===== config.mk =====
export PLATFORM = sky130hd
export DESIGN_NAME = lsu_flat
export DESIGN_NICKNAME = d
export VERILOG_FILES = /design/src/rtl/lsu_pkg.sv /design/src/rtl/lsu_if.sv /design/src/rtl/lsu_align.sv /design/src/rtl/lsu.sv /design/src/flat_wrapper.sv
export SDC_FILE = /design/constraint.sdc
export NUM_CORES = 1
export LEC_CHECK = 0
export BUFFER_PORTS_ARGS = -buffer_cell sky130_fd_sc_hd__buf_2
export CAP_MARGIN = 20
export CELL_PAD_IN_SITES_DETAIL_PLACEMENT = 0
export CELL_PAD_IN_SITES_GLOBAL_PLACEMENT = 2
export CORE_MARGIN = 4
export CORE_UTILIZATION = 25
export DETAILED_ROUTE_END_ITERATION = 10
export PLACE_DENSITY_LB_ADDON = 0.1
export SLEW_MARGIN = 5
export SYNTH_ARGS = -nofsm -noshare
export SYNTH_HDL_FRONTEND = slang
export SYNTH_HIERARCHICAL = 1
export SYNTH_SLANG_ARGS = --single-unit
export TNS_END_PERCENT = 30

===== constraint.sdc =====
create_clock -name clk_i -period 1.8 [get_ports clk_i]
set_input_delay 0.09 -clock clk_i [delete_from_list [all_inputs] [get_ports clk_i]]
set_output_delay 0.09 -clock clk_i [all_outputs]
set_load 0.02 [all_outputs]

===== src/rtl/lsu_pkg.sv =====
// Shared definitions for the load/store unit: funct3 access codes,
// FSM state encoding and the per-access load descriptor.
package lsu_pkg;

  // funct3 access-size codes
  localparam logic [2:0] F3_B  = 3'b000;
  localparam logic [2:0] F3_H  = 3'b001;
  localparam logic [2:0] F3_W  = 3'b010;
  localparam logic [2:0] F3_BU = 3'b100;
  localparam logic [2:0] F3_HU = 3'b101;

  typedef enum logic [1:0] {
    S_IDLE = 2'd0,
    S_REQ  = 2'd1,
    S_WAIT = 2'd2,
    S_DONE = 2'd3
  } state_e;

  // Captured when the access is issued. Once the pipeline advances, the EX
  // inputs no longer describe the load, so extraction uses this copy.
  typedef struct packed {
    logic [2:0] funct3;
    logic [1:0] off;
  } load_info_t;

endpackage


===== src/rtl/lsu_if.sv =====
// Data-memory bus: request channel (master drives) plus grant/response
// channel (memory drives).
interface lsu_if;
  logic        req;
  logic        we;
  logic [31:0] addr;
  logic [31:0] wdata;
  logic [3:0]  be;
  logic        gnt;
  logic        rvalid;
  logic [31:0] rdata;

  modport master (output req, we, addr, wdata, be, input gnt, rvalid, rdata);
  modport slave  (input req, we, addr, wdata, be, output gnt, rvalid, rdata);
endinterface


===== src/rtl/lsu_align.sv =====
// Combinational lane logic: store byte-enables/replicated write data,
// access legality, and load byte/half extraction with sign or zero extension.
module lsu_align
  import lsu_pkg::*;
(
  input  logic [2:0]  op_funct3,
  input  logic [1:0]  op_off,
  input  logic        op_is_store,
  input  logic [31:0] op_data,
  output logic [3:0]  be,
  output logic [31:0] wdata,
  output logic        bad,
  input  load_info_t  ld_info,
  input  logic [31:0] rdata,
  output logic [31:0] load_ext
);

  logic [31:0] shifted;

  assign shifted = rdata >> {ld_info.off, 3'b000};

  // Store lane placement and legality of the EX-stage access
  always_comb begin
    // NOTE: every output gets a default first so no path leaves it unassigned, which would infer a latch.
    be    = 4'b1111;
    wdata = 32'h0;
    bad   = 1'b0;
    case (op_funct3)
      F3_B: begin
        if (op_is_store) begin
          be    = 4'b0001 << op_off;
          wdata = {4{op_data[7:0]}};
        end
      end
      F3_H: begin
        bad = op_off[0];
        if (op_is_store) begin
          be    = 4'b0011 << op_off;
          wdata = {2{op_data[15:0]}};
        end
      end
      F3_W: begin
        bad = |op_off;
        if (op_is_store) wdata = op_data;
      end
      F3_BU:   bad = op_is_store;
      F3_HU:   bad = op_is_store | op_off[0];
      default: bad = 1'b1;
    endcase
  end

  // Load result extraction from the raw memory word
  always_comb begin
    load_ext = rdata;
    case (ld_info.funct3)
      F3_B:    load_ext = {{24{shifted[7]}}, shifted[7:0]};
      F3_BU:   load_ext = {24'h0, shifted[7:0]};
      F3_H:    load_ext = {{16{shifted[15]}}, shifted[15:0]};
      F3_HU:   load_ext = {16'h0, shifted[15:0]};
      default: load_ext = rdata;
    endcase
  end

endmodule


===== src/rtl/lsu.sv =====
// Load/store unit between EX and MEM/WB. Issues one data-memory access per
// EX-stage memory op over a req/gnt/rvalid bus, stalls the pipeline while the
// access is in flight, and registers the extended load result.
module lsu
  import lsu_pkg::*;
#(
  parameter int unsigned BUS_TIMEOUT = 255
) (
  input  logic        clk_i,
  input  logic        rst_i,
  input  logic        flush_i,
  input  logic        hold_i,
  input  logic        valid_i,
  input  logic        mem_read_i,
  input  logic        mem_write_i,
  input  logic [2:0]  funct3_i,
  input  logic [31:0] addr_i,
  input  logic [31:0] store_data_i,
  lsu_if.master       dmem,
  output logic [31:0] load_data_o,
  output logic        stall_o,
  output logic        misalign_o,
  output logic        bus_err_o
);

  localparam int unsigned CNT_W = $clog2(BUS_TIMEOUT + 1);

  state_e           state_q, state_d;
  logic [CNT_W-1:0] cnt_q;
  logic             kill_q;
  load_info_t       ld_q;
  logic             we_q;
  logic [31:0]      addr_q;
  logic [31:0]      wdata_q;
  logic [3:0]       be_q;

  logic             access;
  logic             expire;
  logic             kill_now;
  logic             stall;
  logic             misalign;
  logic [3:0]       al_be;
  logic [31:0]      al_wdata;
  logic             al_bad;
  logic [31:0]      al_load;

  assign access   = valid_i & (mem_read_i | mem_write_i) & ~flush_i;
  // The counter shares one budget across REQ and WAIT; this is the last cycle of it.
  assign expire   = (cnt_q == CNT_W'(BUS_TIMEOUT - 1));
  // A flush coinciding with the response must also discard it.
  assign kill_now = kill_q | flush_i;

  lsu_align u_align (
    .op_funct3   (funct3_i),
    .op_off      (addr_i[1:0]),
    .op_is_store (mem_write_i),
    .op_data     (store_data_i),
    .be          (al_be),
    .wdata       (al_wdata),
    .bad         (al_bad),
    .ld_info     (ld_q),
    .rdata       (dmem.rdata),
    .load_ext    (al_load)
  );

  // Next-state, stall and misalign decode
  always_comb begin
    state_d  = state_q;
    stall    = 1'b0;
    misalign = 1'b0;
    case (state_q)
      S_IDLE: begin
        if (access) begin
          if (al_bad) begin
            misalign = 1'b1;
          end else begin
            stall   = 1'b1;
            state_d = S_REQ;
          end
        end
      end
      S_REQ: begin
        stall = 1'b1;
        if (dmem.gnt)     state_d = we_q ? S_DONE : S_WAIT;
        else if (flush_i) state_d = S_IDLE;
        else if (expire)  state_d = S_DONE;
      end
      S_WAIT: begin
        stall = 1'b1;
        if (dmem.rvalid) state_d = kill_now ? S_IDLE : S_DONE;
        else if (expire) state_d = S_DONE;
      end
      S_DONE: begin
        if (!hold_i) state_d = S_IDLE;
      end
      default: state_d = S_IDLE;
    endcase
  end

  assign stall_o    = stall & ~rst_i;
  assign misalign_o = misalign & ~rst_i;

  // FSM state register
  always_ff @(posedge clk_i) begin
    // NOTE: non-blocking assignments so every register samples pre-edge values regardless of statement order.
    if (rst_i) state_q <= S_IDLE;
    else       state_q <= state_d;
  end

  // Request capture, timeout counter, kill flag and load result
  always_ff @(posedge clk_i) begin
    if (rst_i) begin
      cnt_q       <= '0;
      kill_q      <= 1'b0;
      ld_q        <= '0;
      we_q        <= 1'b0;
      addr_q      <= 32'h0;
      wdata_q     <= 32'h0;
      be_q        <= 4'h0;
      load_data_o <= 32'h0;
      bus_err_o   <= 1'b0;
    end else begin
      bus_err_o <= 1'b0;
      case (state_q)
        S_IDLE: begin
          if (state_d == S_REQ) begin
            addr_q  <= {addr_i[31:2], 2'b00};
            wdata_q <= al_wdata;
            be_q    <= al_be;
            we_q    <= mem_write_i;
            ld_q    <= '{funct3: funct3_i, off: addr_i[1:0]};
            cnt_q   <= '0;
            kill_q  <= 1'b0;
          end
        end
        S_REQ: begin
          cnt_q <= cnt_q + 1'b1;
          if (dmem.gnt) begin
            // A load granted in the flush cycle still returns data; drop it later.
            kill_q <= flush_i;
          end else if (!flush_i && expire) begin
            bus_err_o   <= 1'b1;
            load_data_o <= 32'h0;
          end
        end
        S_WAIT: begin
          cnt_q <= cnt_q + 1'b1;
          if (dmem.rvalid) begin
            if (!kill_now) load_data_o <= al_load;
          end else begin
            if (flush_i) kill_q <= 1'b1;
            if (expire) begin
              bus_err_o   <= 1'b1;
              load_data_o <= 32'h0;
            end
          end
        end
        default: ;
      endcase
    end
  end

  assign dmem.req   = (state_q == S_REQ);
  assign dmem.we    = we_q;
  assign dmem.addr  = addr_q;
  assign dmem.wdata = wdata_q;
  assign dmem.be    = be_q;

endmodule


===== src/flat_wrapper.sv =====
// flat-port wrapper written by rule: the top's interface ports become plain ports
module lsu_flat import lsu_pkg::*;
#(
  parameter int unsigned BUS_TIMEOUT = 255
)
  (clk_i, rst_i, flush_i, hold_i, valid_i, mem_read_i, mem_write_i, funct3_i, addr_i, store_data_i, load_data_o, stall_o, misalign_o, bus_err_o, dmem_req, dmem_we, dmem_addr, dmem_wdata, dmem_be, dmem_gnt, dmem_rvalid, dmem_rdata);
  lsu_if dmem_i ();
  input  logic clk_i;
  input  logic rst_i;
  input  logic flush_i;
  input  logic hold_i;
  input  logic valid_i;
  input  logic mem_read_i;
  input  logic mem_write_i;
  input  logic [2:0] funct3_i;
  input  logic [31:0] addr_i;
  input  logic [31:0] store_data_i;
  output logic [31:0] load_data_o;
  output logic stall_o;
  output logic misalign_o;
  output logic bus_err_o;
  output wire logic [$bits(dmem_i.req)-1:0] dmem_req;
  output wire logic [$bits(dmem_i.we)-1:0] dmem_we;
  output wire logic [$bits(dmem_i.addr)-1:0] dmem_addr;
  output wire logic [$bits(dmem_i.wdata)-1:0] dmem_wdata;
  output wire logic [$bits(dmem_i.be)-1:0] dmem_be;
  input wire logic [$bits(dmem_i.gnt)-1:0] dmem_gnt;
  input wire logic [$bits(dmem_i.rvalid)-1:0] dmem_rvalid;
  input wire logic [$bits(dmem_i.rdata)-1:0] dmem_rdata;
  assign dmem_req = dmem_i.req;
  assign dmem_we = dmem_i.we;
  assign dmem_addr = dmem_i.addr;
  assign dmem_wdata = dmem_i.wdata;
  assign dmem_be = dmem_i.be;
  assign dmem_i.gnt = dmem_gnt;
  assign dmem_i.rvalid = dmem_rvalid;
  assign dmem_i.rdata = dmem_rdata;
  lsu #(.BUS_TIMEOUT(BUS_TIMEOUT)) u_core (.clk_i(clk_i), .rst_i(rst_i), .flush_i(flush_i), .hold_i(hold_i), .valid_i(valid_i), .mem_read_i(mem_read_i), .mem_write_i(mem_write_i), .funct3_i(funct3_i), .addr_i(addr_i), .store_data_i(store_data_i), .dmem(dmem_i), .load_data_o(load_data_o), .stall_o(stall_o), .misalign_o(misalign_o), .bus_err_o(bus_err_o));
endmodule

=== Word level (Yosys, flattened, before mapping) ===
Index checks and enable logic that the tools add are counted.

* Multiplexer cells: 43
* Add/subtract/negate cells: 1
* Bitwise logic cells: 9
* Reduce and logical (&&, ||, !) cells: 14
* Shift-type cells: 3
* Eq/ne operators: 20

{| class="wikitable"
|+ Operators with widths
! cell !! number
|-
| two-way mux 32 bit || 8
|-
| case mux 32 bit (4 select lines) || 1
|-
| case mux 32 bit (3 select lines) || 1
|-
| case mux 32 bit (2 select lines) || 1
|-
| >> shifter 32 x 5 -> 16 bit || 1
|-
| two-way mux 2 bit || 8
|-
| case mux 8 bit (2 select lines) || 1
|-
| two-way mux 1 bit || 14
|-
| equality test 3 bit (second input constant) || 4
|-
| AND reduction 5 bit || 2
|-
| adder 8 x 1 -> 8 bit (second input constant) || 1
|-
| equality test 8 bit (second input constant) || 1
|-
| two-way mux 4 bit || 2
|-
| two-way mux 8 bit || 1
|-
| case mux 2 bit (4 select lines) || 1
|-
| case mux 4 bit (2 select lines) || 1
|-
| equality test 3 x 1 -> 1 bit (second input constant) || 2
|-
| zero test 3 bit || 2
|-
| inequality test 2 x 1 -> 1 bit (second input constant) || 3
|-
| inequality test 2 bit (second input constant) || 3
|-
| case mux 1 bit (5 select lines) || 1
|-
| bitwise AND 1 bit || 4
|-
| equality test 2 x 1 -> 1 bit (second input constant) || 2
|-
| equality test 2 bit (second input constant) || 2
|-
| 16 further kinds || 23
|}

* Bits of input ports: 108
* Output and inout port bits: 105
* Flip-flop bits (word level): 116

=== Depth between registers and ports, before layout ===
Gate-level depths: netlist of the first run.

* Depth in word-level cells: 8
* Depth in mapped cells: 10

=== Cells and area by module ===
Netlist of the first run, hierarchy kept.

{| class="wikitable"
|+ Modules (own cells, without submodules)
! module !! instances !! cells an instance !! area each (µm²) !! sequential area each (µm²)
|-
| lsu || 1 || 583 || 4878.4 || 2322.2
|-
| lsu_align || 1 || 234 || 1316.3 || 0.0
|}

=== Worst setup path after synthesis of the first run ===
No wires, ideal clock.

* Path type: input to register
* From: input port funct3_i[0]
* To: register u_core.cnt_q[0]
* Arrival time: 1757 ps
* Path buffers: 3
* Library setup time: 146 ps
* Setup slack: -104 ps
* Data required time: 1654 ps
* Cell stages on the path: 8
* Cells stage by stage: buf_2 > buf_2 > o21ai_0 > nand3_1 > o31a_1 > clkbuf_1 > o31ai_1 > a21oi_1

* Cells in the longest elaborated chain, start to end: 8
* Elaborated cells between the ends (all ways): 12

{| class="wikitable"
|+ RTL lines
! element !! line !! RTL
|-
| from (decl) || flat_wrapper.sv:15 || <nowiki>input logic [2:0] funct3_i;</nowiki>
|-
| equality test 3 bit, or another cell as far along || lsu_align.sv:28 || <nowiki>case (op_funct3)</nowiki>
|-
| case mux 1 bit (5 select lines) (*) || lsu_align.sv:28 ||
|-
| via u_core.al_bad || lsu.sv:44 || <nowiki>logic al_bad;</nowiki>
|-
| two-way mux 2 bit (*) || lsu.sv:74 || <nowiki>if (al_bad) begin</nowiki>
|-
| two-way mux 2 bit (*) || lsu.sv:73 || <nowiki>if (access) begin</nowiki>
|-
| case mux 2 bit (4 select lines) (*) || lsu.sv:71 || <nowiki>case (state_q)</nowiki>
|-
| equality test 2 x 1 -> 1 bit (*) || lsu.sv:126 || <nowiki>if (state_d == S_REQ) begin</nowiki>
|-
| inequality test 2 x 1 -> 1 bit (no line) (*) || - ||
|-
| AND reduction 2 bit (no line) (*) || - ||
|-
| to (signal assigned) || lsu.sv:137 || <nowiki>cnt_q <= cnt_q + 1'b1;</nowiki>
|-
| to (signal assigned) || lsu.sv:147 || <nowiki>cnt_q <= cnt_q + 1'b1;</nowiki>
|-
| to (decl) || lsu.sv:29 || <nowiki>logic [CNT_W-1:0] cnt_q;</nowiki>
|}

The timed path passes the listed nets; every way through them passes the cells marked *.
A chain may end at the register's enable or synchronous reset.

=== Worst setup path in the final report of the first run ===
* From: register u_core.state_q[0]
* To: register u_core.load_data_o[16]

* Cells in the longest elaborated chain, start to end: 3
* Elaborated cells between the ends (all ways): 9

{| class="wikitable"
|+ RTL lines
! element !! line !! RTL
|-
| from (decl) || lsu.sv:28 || <nowiki>state_e state_q, state_d;</nowiki>
|-
| from (signal assigned) || lsu.sv:107 || <nowiki>else state_q <= state_d;</nowiki>
|-
| equality test 2 bit or equality test 2 x 1 -> 1 bit (tied branches) || lsu.sv:124 || <nowiki>case (state_q)</nowiki>
|-
| inequality test 3 bit (no line), or another cell as far along || - ||
|-
| AND reduction 5 bit (no line) || - ||
|-
| to (signal assigned) || lsu.sv:149 || <nowiki>if (!kill_now) load_data_o <= al_load;</nowiki>
|-
| to (decl) || lsu.sv:20 || <nowiki>output logic [31:0] load_data_o,</nowiki>
|}

Parallel ways exist; a longest one is shown, timed or not.

==> key figures, run 1 <==
Run status
  • Status: completed

Clocking
  • Clk slew on worst S/H paths: roughly 0.060 ns
  • CTS tree: built
  • CTS H-tree depth: 4
  • CTS Sinks: around 120
  • CTS Root Cell: clkbuf_16
  • Clock tree buffer depth: 2
  • Total CTS buffers: 17
  • Clock latency on the worst-skew pair: a little over 0.4 ns

Floorplan
  • Core box area: 0.0243 sq mm
  • Row count: between 50 and 60
  • Die area: approximately 0.027 sq mm
  • # IOs: approximately 210
  • Initial core utilization: 25.5%
  • Die Height: around 170 microns
  • Die width: roughly 170 microns

Yosys
  • Post-synthesis mux area share: approximately 8.6%
  • Largest family of logic cells by synthesized area: simple AND/OR/NAND/NOR gates
  • Post-synthesis compound-gate area fraction: 22.8%
  • Syn Area/Cell: between 7 and 8 sq um
  • Synth unique cells: 50
  • Post-synthesis xor/xnor area fraction: 0%
  • Synthesis-stage register bit count: roughly 120
  • Register area share after synthesis: between 30% and 40%
  • Post-synth ARST share: 0%
  • Syn Std Cell Area: about 0.0062 sq mm
  • Area share of and/or/nand/nor cells after synthesis: between 20% and 30%
  • Post-synthesis adder-cell area fraction: between 2 and 2.5%
  • Mapped Cells: 817
  • Ys flop type: dfxtp_1
  • Post-synth EDFFs: 0
  • Yosys warning count: 6

Timing
  • Final worst slack: approximately 0.052 ns
  • Fin Setup TNS: 0 ns
  • Final Hold Violating Endpoints: 0
  • Slew HR: 52.4%
  • Final Slew Violations: 0
  • Worst Max-Slew Pin Slew: between 0.7 and 0.8 ns
  • Fin crit share: 97.1%
  • # setup viols final: 0
  • Setup Skew: about 0.011 ns
  • Post-layout minimum cycle time: between 1.5 and 2 ns
  • RSZ-0062 raised after global routing: yes
  • Achievable clock frequency: between 500 and 600 MHz

GRT
  • Vias in the first global route: between 6,000 and 7,000
  • Met1 Resource Use GR: 22.0%
  • Met2 usage in global routing: a little over a quarter
  • Total gr overflow: 0
  • Initial antenna violation count: 6
  • Met3 Use GR: 6.28%
  • First-pass GRT wire length: 36.5 mm
  • Most used routing layer: met2
  • Largest net degree at the start of global routing: 68
  • GRT Util Overall: 16.8%

Cells and area
  • Final nets: about 1,200
  • Area Growth Syn to Fin: 44.3%
  • Fraction of layout cells with a size suffix above 1: between 30% and 40%
  • Core Util, Final: ~37%
  • Fillers: around 2,700
  • Area occupied by multi-input gates: approximately 0.0036 sq mm
  • Fin area: roughly 0.009 sq mm
  • FF/Latch Area: 0.00233 sq mm

Min path
  • Hold Path Class: primary input to register

Worst setup path
  • Setup crit end kind: register
  • Setup CP Type: register to register
  • CP required: 2.10 ns
  • Crit start category: register
  • Worst Path Arrival: slightly above 2 ns
  • Max FO, Critical Path: 16

Routing
  • Post-Route WL: 23.6 mm
  • Vias: between 6,000 and 7,000
  • Initial DRT Pass Iterations: 4
  • Remaining routing DRC violations: 0
  • 1st-iter DRT viols: about 310
  • Antenna Violating Nets Remaining: 0
  • Via density: 4.71
  • WL per Instance: around 17 microns

Power and ir drop
  • Power Dens Cells: ~1200 mW/mm^2
  • VDD IR max: around 0.0006 V
  • Leakage power: ~4.0 nW

Placed design
  • Post-placement cell area: approximately 0.008 sq mm
  • Final GP Congestion: approximately 0.8
  • DP Worst Slack: -0.200 ns
  • Detail Placement HPWL: approximately 16 mm
  • Port buffer count: between 200 and 250

Job
  • Max-cap violation count: 0
[critical path, cell delays in order (launching register included)]
cell	delay, ns
dfxtp_2	0.33
inv_2	0.05
ha_4	0.27
inv_1	0.10
a211oi_4	0.26
o2111ai_4	0.23
clkbuf_16	0.26
mux2i_1	0.13
[final timing paths]
kind | start | to | slack (ns) | cells past startpoint
min | dmem_rdata[2] | u_core/load_data_o[2] | 0.04 | 5
min reg2reg | u_core/load_data_o[22] | u_core/load_data_o[22] | 0.45 | 2
max | u_core/state_q[0] | u_core/load_data_o[16] | 0.05 | 7
max reg2reg | u_core/state_q[0] | u_core/load_data_o[16] | 0.05 | 7
[cells by family (layout without fill, tap and decap cells)]
logic type / after synthesis / in the layout
compound gates: 248 / 248
mux: 52 / 52
other cells: 1 / 5
simple gates: 302 / 302
flops: 116 / 116
fa+ha+maj: 11 / 11
buf+inv: 87 / 350
[cell usage after synthesis, types with 4 or more instances]
cell	count	area [sq um]
ha_1	11	138
clkbuf_1	63	236
or4_1	5	37.5
nand3_1	77	385
and2_1	10	62.6
o211a_1	7	70.1
mux2i_1	50	500
dfxtp_1	116	2320
o21ai_0	90	450
inv_1	11	41.3
nand2b_1	7	43.8
o31ai_1	14	105
nand2_1	145	544
a21oi_1	118	591
buf_6	4	45.0
nor2b_1	19	119
buf_2	5	25.0
nor2_1	15	56.3
nor3_1	4	20.0
or2_2	8	50.1
[through the flow]
step	power (mW)	instances	hold slack, ns
after floorplan	5.41	818	0.238
after global placement	7.10	1338	0.350
after detailed placement	7.08	1338	0.351
after CTS	10.5	1401	0.0235
after global routing	11.2	1406	0.0501
final	10.5	1408	0.0371
[where the power goes]
| part | total, mW | internal [mW] | leakage [nW] | switching, mW |
|---|---|---|---|---|
| logic | 4.31 | 1.68 | 2.75 | 2.63 |
| clock network | 3.31 | 1.95 | 0.270 | 1.36 |
| registers | 2.91 | 2.80 | 0.939 | 0.110 |
| total | 10.5 | 6.43 | 3.96 | 4.11 |
[placed cells by master, fill, tap and decap left out, types with 8 or more instances in the layout]
cell type      count
mux2i_1           50
inv_1              9
ha_1               8
buf_4             53
nor2b_1           19
nand2_1          143
buf_2            209
and2_1             9
buf_12             9
nor2_1            15
a21oi_1          115
nand3_1           77
o31ai_1           13
dfxtp_1          113
dlygate4sd3_1     31
clkbuf_16         19
or2_2              8
o21ai_0           90
[cell type report]
cell class / instances / share of cell area, %
multi-input cells: 615 / 40.1
clock inverters: 14 / 1.43
well taps: 324 / 4.54
repair buffers: 305 / 22.3
diodes: 3 / 0.0840
flip-flops and latches: 116 / 26.0
clock buffers: 18 / 4.91
inverters: 13 / 0.546
[routing by layer]
layer | routed length, microns | part of all wire, %
met1 | 10600 | 45
met2 | 11000 | 47
met3 | 1780 | 7.5
met4 | 138 | 0.58
met5 | 53 | 0.22
[sequential cells by signal, summed over array words and instances, names as in the netlist]
name,flops
u_core/ld_q,5
u_core/kill_q,1
u_core/dmem.be,4
u_core/dmem.addr,30
u_core/cnt_q,8
u_core/state_q,2
u_core/dmem.we,1
u_core/bus_err_o,1
u_core/dmem.wdata,32
u_core/load_data_o,32
[timing repair]
item	in CTS	in global routing
hold buffers	31	0
setup endpoints to repair	30	56
resized for setup	3	18
cloned	0	2
buffers inserted	0	2
pin swaps	1	5
hold endpoints to repair	31	0
Note: power is estimated with default switching activity, not from simulation.
==> inputs of run 2 (changes only) <==
Settings changed: ABC_AREA set to 1, CORE_UTILIZATION 25 to 24.
==> key figures, run 2 <==
Cells and area
  • FF/Latch Area: 0.00232 sq mm (-0.16%)
  • N_diodes: 0 (-3)
  • Fin area: 0.00926 sq mm (+3.6%)
  • Most common cell after layout, fill and taps aside: nand2_1
  • Area occupied by multi-input gates: 0.00366 sq mm (+2.0%)
  • Non-filler instance count after layout: 1,660 (+18%)
  • Area Growth Syn to Fin: 38.4%
  • Fillers: 3,084 (+15%)
  • Most frequent cells in the layout: nand2_1 (360), buf_2 (208), dfxtp_1 (116)
  • Fraction of layout cells with a size suffix above 1: 26.9% (-5.1 points)
  • Final nets: 1,394 (+17%)

Placed design
  • Port buffer count: 210 (unchanged)
  • Detail Placement HPWL: 18.5 mm (+12%)
  • Dpl cells: 1,596 (+19%)
  • Post-placement cell area: 0.00831 sq mm (+4.9%)
  • Final GP Congestion: 0.808 (-0.77%)

Floorplan
  • Row count: 60 (+5.3%)
  • Initial core utilization: 24.6% (-0.86 points)
  • Die area: 0.0306 sq mm (+12%)
  • Core box area: 0.0272 sq mm (+12%)
  • Die Height: 175 microns (+5.8%)
  • Die width: 175 microns (+5.8%)
  • # IOs: 213 (unchanged)

Yosys
  • Synthesis-stage register bit count: 116 (unchanged)
  • Syn Area/Cell: 6.54 sq um (-14%)
  • Mapped Cells: 1,023 (+25%)
  • Post-synth ARST share: 0% (unchanged)
  • Area share of the largest cell type after synthesis: 34.7% (-2.8 points)
  • Register area share after synthesis: 34.7% (-2.8 points)
  • Most frequent cells after synthesis: nand2_1 (360), dfxtp_1 (116), nand3_1 (87)
  • Ys flop type: dfxtp_1
  • Post-synth EDFFs: 0 (unchanged)
  • Most numerous cell in the Yosys netlist: nand2_1
  • Yosys warning count: 6 (unchanged)
  • Syn Std Cell Area: 0.00669 sq mm (+8.0%)
  • Largest cells by area after synthesis: dfxtp_1 (35%), nand2_1 (20%), nand4_1 (6.7%)
  • Top cell type by total area after synthesis: dfxtp_1
  • Synth unique cells: 37 (-26%)

Timing
  • Final Slew Violations: 0 (unchanged)
  • Fin Setup TNS: 0 ns (unchanged)
  • RSZ-0062 raised after global routing: no
  • Post-layout minimum cycle time: 1.67 ns (-0.0743 ns)
  • Final Hold Violating Endpoints: 0 (unchanged)
  • # setup viols final: 0 (unchanged)
  • Fin crit share: 93.0% (-4.1 points)
  • Setup Skew: 0.0104 ns (-0.000270 ns)
  • Achievable clock frequency: 598 MHz (+4.4%)

Worst setup path
  • Critical path destination: stall_o
  • Max FO, Critical Path: 4 (-12)
  • Crit start category: register
  • Worst Path Arrival: 1.58 ns (-0.46 ns)
  • RR Endpoint: u_core/load_data_o[22]
  • Critical Path Source: u_core/state_q[1]
  • Most used cell, CP: buf_4
  • Crit path max-delay cell type: dfxtp_1
  • Crit path cell chain: inv_2, ha_4, buf_4, nor2_1, nor3_2, buf_4
  • Reg2reg setup slack: 0.18 ns (+0.13 ns)
  • CP required: 1.71 ns (-0.39 ns)
  • Reg2Reg Launch Point: u_core/state_q[0]
  • Setup crit end kind: output pin
  • Setup CP Type: register to output pin
  • Worst r2r path cells: 11 (+4)
  • Delay of the slowest critical-path stage: 0.36 ns (+0.03 ns)

Clocking
  • CTS tree: built
  • Total CTS buffers: 17 (unchanged)
  • Clock latency on the worst-skew pair: 0.42 ns (about the same)
  • CTS H-tree depth: 4 (unchanged)
  • Clock tree buffer depth: 2 (unchanged)
  • CTS Root Cell: clkbuf_16
  • CTS Sinks: 116 (unchanged)
  • Clk slew on worst S/H paths: 0.07 ns (about the same)

GRT
  • Initial antenna violation count: 4 (-2)
  • Total gr overflow: 0 (unchanged)
  • GRT Util Overall: 16.4% (-0.46 points)
  • Largest net degree at the start of global routing: 37 (-46%)
  • Vias in the first global route: 7,403 (+12%)
  • First-pass GRT wire length: 40.4 mm (+11%)

Routing
  • Antenna Violating Nets Remaining: 0 (unchanged)
  • Remaining routing DRC violations: 0 (unchanged)
  • Via density: 4.47 (-5.1%)
  • Initial DRT Pass Iterations: 5 (+1)
  • Post-Route WL: 25.5 mm (+8.1%)
  • 1st-iter DRT viols: 348 (+11%)
  • WL per Instance: 15.4 microns (-8.3%)
  • Vias: 7,418 (+12%)

Power and ir drop
  • VDD IR max: 0.000490 V (-20%)
  • Power Dens Cells: 825 mW/mm^2 (-30%)
  • Leakage power: 4.28 nW (+8.3%)
  • Total power: 7.64 mW (-27%)

Job
  • Max-cap violation count: 0 (unchanged)

Run status
  • Status: completed

Min path
  • Hold Path Class: primary input to register
## run 2: through the flow
stage | worst slack, ns | utilization, % | hold slack, ns
final | 0.126 | 34.1 | 0.0450
after global routing | 0.0146 | 34.1 | 0.0395
after CTS | 0.00880 | 34.0 | 0.0256
after detailed placement | -0.0775 | 30.6 | 0.380
after global placement | -0.0370 | 30.6 | 0.372
after floorplan | 0.0877 | - | 0.225
## run 2: area by class of cell
class                   count  area share, %
repair buffers            304           21.2
flip-flops and latches    116           25.1
well taps                 372           5.03
clock buffers              18           4.64
inverters                  61           2.58
clock inverters            14           1.93
multi-input cells         775           39.5
## run 2: how the worst min path moves through the flow
stage	start	end	depth (start not counted)
finish	store_data_i[16]	u_core/dmem.wdata[16]	5
global route	store_data_i[16]	u_core/dmem.wdata[16]	5
CTS	store_data_i[16]	u_core/dmem.wdata[16]	5
detailed placement	addr_i[10]	u_core/dmem.addr[10]	3
global placement	addr_i[29]	u_core/dmem.addr[29]	3
floorplan	mem_write_i	u_core/dmem.we	2
## run 2: what timing repair did
| action | CTS | global route |
|---|---|---|
| pin swaps | 1 | 0 |
| endpoints found under the hold margin | 30 | 0 |
| hold buffers | 31 | 0 |
| endpoints found under the setup margin | 2 | 32 |
| setup buffers | 1 | 0 |
| resized for setup | 3 | 6 |
## run 2: logic make-up (layout without fill, tap and decap cells)
kind of cell    count (synthesis)  count (layout)  synth area share, %
other cells                     1               2               0.0561
simple gates                  639             639                 42.4
fa+ha+maj                      11              11                 2.06
buf+inv                       133             397                 11.1
compound gates                120             120                 9.30
xor+xnor                        2               2                0.262
mux                             1               1                0.150
flops                         116             116                 34.7
## run 2: worst max-delay path, delay by kind of cell, from the launching register on
family                   cells  cell delay (ns)
buffers and inverters        3             0.38
flip-flops                   1             0.36
adder cells (fa/ha/maj)      1             0.24
AND/OR/NAND/NOR              2             0.19
## run 2: power breakdown
group,switching (mW),leakage (nW),internal [mW]
clock,1.37,0.293,2.20
combinational,0.827,3.05,0.519
sequential,0.0552,0.940,2.67
total,2.25,4.28,5.39
## run 2: metal layers
metal	vias to the layer above	wire length [microns]	track usage, %
met1	3363	11500	21.1
li1	3837	-	-
met4	8	185	3.24
met2	188	12200	27.3
met3	22	1550	4.91
met5	-	52	0
==> inputs of run 3 (changes only) <==
--- a/config.mk
+++ b/config.mk
@@ -9,3 +9,3 @@
 export BUFFER_PORTS_ARGS = -buffer_cell sky130_fd_sc_hd__buf_2
-export CAP_MARGIN = 20
+export CAP_MARGIN = 10
 export CELL_PAD_IN_SITES_DETAIL_PLACEMENT = 0
@@ -15,3 +15,3 @@
 export DETAILED_ROUTE_END_ITERATION = 10
-export PLACE_DENSITY_LB_ADDON = 0.1
+export PLACE_DENSITY = 0.82
 export SLEW_MARGIN = 5
==> constraint.sdc (replaced) <==
create_clock -name clk_i -period 1.8 [get_ports clk_i]
set_input_delay 0.36 -clock clk_i [delete_from_list [all_inputs] [get_ports clk_i]]
set_output_delay 0.36 -clock clk_i [all_outputs]
set_load 0.02 [all_outputs]
==> key figures, run 3 (synthesized netlist as in run 2, its figures left out) <==
GRT
  • Total gr overflow: 0 (unchanged)
  • Initial antenna violation count: 7 (+3)
  • First-pass GRT wire length: 38.6 mm (-4.5%)
  • Largest net degree at the start of global routing: 54 (+46%)
  • GRT Util Overall: 15.4% (-0.92 points)
  • Vias in the first global route: 7,294 (-1.5%)

Floorplan
  • Die Height: 175 microns (unchanged)
  • Row count: 60 (unchanged)
  • Die width: 175 microns (unchanged)
  • Core box area: 0.0272 sq mm (unchanged)
  • Initial core utilization: 24.6% (unchanged)
  • Die area: 0.0306 sq mm (unchanged)
  • # IOs: 213 (unchanged)

Clocking
  • CTS H-tree depth: 4 (unchanged)
  • Clock latency on the worst-skew pair: 0.42 ns (about the same)
  • Total CTS buffers: 17 (unchanged)
  • Clock tree buffer depth: 2 (unchanged)
  • CTS Sinks: 116 (unchanged)
  • CTS hold repair buffers: 0 (-100%)
  • Clk slew on worst S/H paths: 0.07 ns (about the same)
  • CTS tree: built
  • CTS Root Cell: clkbuf_16

Power and ir drop
  • VDD IR max: 0.000438 V (-11%)
  • Power Dens Cells: 811 mW/mm^2 (-1.8%)
  • Leakage power: 4.35 nW (+1.5%)

Worst setup path
  • CP required: 1.44 ns (-0.27 ns)
  • Worst Path Arrival: 1.61 ns (+0.03 ns)
  • Max FO, Critical Path: 5 (+1)
  • Crit start category: register
  • Setup CP Type: register to output pin
  • Setup crit end kind: output pin

Timing
  • Post-layout minimum cycle time: 1.97 ns (+0.294 ns)
  • Achievable clock frequency: 508 MHz (-15%)
  • RSZ-0062 raised after global routing: yes
  • Fin crit share: 109% (+16 points)
  • Final worst slack: -0.167 ns (-0.294 ns)
  • Setup Skew: 0.0128 ns (+0.00240 ns)
  • Final Slew Violations: 0 (unchanged)
  • # setup viols final: 2 (+2)
  • Final Hold Violating Endpoints: 0 (unchanged)

Routing
  • Post-Route WL: 25.1 mm (-1.8%)
  • Via density: 4.54 (+1.6%)
  • Antenna Violating Nets Remaining: 0 (unchanged)
  • Initial DRT Pass Iterations: 5 (unchanged)
  • Remaining routing DRC violations: 0 (unchanged)
  • 1st-iter DRT viols: 419 (+20%)
  • WL per Instance: 15.1 microns (-1.5%)
  • Vias: 7,514 (+1.3%)

Cells and area
  • Area Growth Syn to Fin: 40.7%
  • Most frequent cells in the layout: nand2_1 (357), buf_2 (206), dfxtp_1 (114)
  • Fillers: 3,060 (-0.78%)
  • Most common cell after layout, fill and taps aside: nand2_1
  • FF/Latch Area: 0.00233 sq mm (+0.22%)
  • Final nets: 1,387 (-0.50%)
  • Area occupied by multi-input gates: 0.00377 sq mm (+3.1%)
  • Fraction of layout cells with a size suffix above 1: 30.4% (+3.5 points)
  • Fin area: 0.00941 sq mm (+1.6%)

Run status
  • Violated checks: negative setup slack
  • Status: finished with violations

Placed design
  • Port buffer count: 210 (unchanged)
  • Post-placement cell area: 0.00837 sq mm (+0.72%)
  • Detail Placement HPWL: 17.7 mm (-4.3%)
  • Final GP Congestion: 0.820 (+1.4%)
  • DP Worst Slack: -0.344 ns (-0.267 ns)

Job
  • Max-cap violation count: 0 (unchanged)

Min path
  • Hold Path Class: primary input to register
==> run 3: cell count changes in the layout (fill, tap and decap cells not counted), moves of 4 or more <==
cell / delta
dlygate4sd3_1: -31
inv_8: +7
inv_1: -6
buf_6: +6
clkbuf_16: +5
clkinv_8: +4
buf_4: +10
clkinv_4: -5
==> run 3: where the power goes <==
| group | internal [mW] | total [mW] | switching, mW |
|---|---|---|---|
| combinational | 0.563 | 1.42 | 0.856 |
| clock | 1.88 | 3.49 | 1.60 |
| sequential | 2.67 | 2.72 | 0.0577 |
==> run 3: metal layers <==
metal	up-vias	part of all wire (%)	GRT usage (%)
met5	-	0.28	0
met4	12	0.78	3.01
met3	22	8.7	6.36
met2	224	45	24.9
met1	3410	45	19.6
li1	3846	-	-
==> run 3: timing repair <==
item,in CTS,in global routing
gates resized for setup,23,30
buffers inserted,5,7
setup endpoints to repair,9,103
pin swaps,5,11
cloned,0,7
hold endpoints to repair,0,0
==> run 3: cell type report <==
cell class,count,area share [%]
timing repair inverter,2,0.160
multi-input combinational,775,40.1
clock inverter,15,1.83
sequential,116,24.7
clock buffer,17,4.52
tap,372,4.95
timing repair buffer,295,20.9
antenna,2,0.0532
inverter,61,2.77
==> run 3: worst max-delay path, stage by stage (launching register included) <==
cell and delay (ns):
dfxtp_4 0.36, inv_4 0.06, ha_4 0.15, clkinvlp_4 0.12, nor2_2 0.12, nor2_1 0.05, nor3_2 0.16, buf_4 0.17
==> run 3: final timing paths <==
check                                      startpoint                     to  slack (ns)  cells after the start
worst max register to register      u_core/state_q[1]  u_core/load_data_o[1]        0.08                     12
worst min register to register  u_core/dmem.wdata[14]  u_core/dmem.wdata[14]        0.46                      2
worst min-delay path                       addr_i[21]   u_core/dmem.addr[21]        0.21                      3
worst max-delay path                u_core/state_q[1]                stall_o       -0.17                      7
==> run 3: metrics by stage <==
step                      total power, mW  setup TNS [ns]  std cells  utilization [%]  hold WS, ns
after floorplan                      3.59         -0.0652       1024                -        0.439
after global placement               4.09          -20.92       1603             30.8        0.445
after detailed placement             4.10          -23.98       1603             30.8        0.449
after CTS                            7.65          -0.226       1640             33.4        0.190
after global routing                 8.00          -0.597       1654             34.6        0.205
final                                7.63          -0.330       1655             34.6        0.210
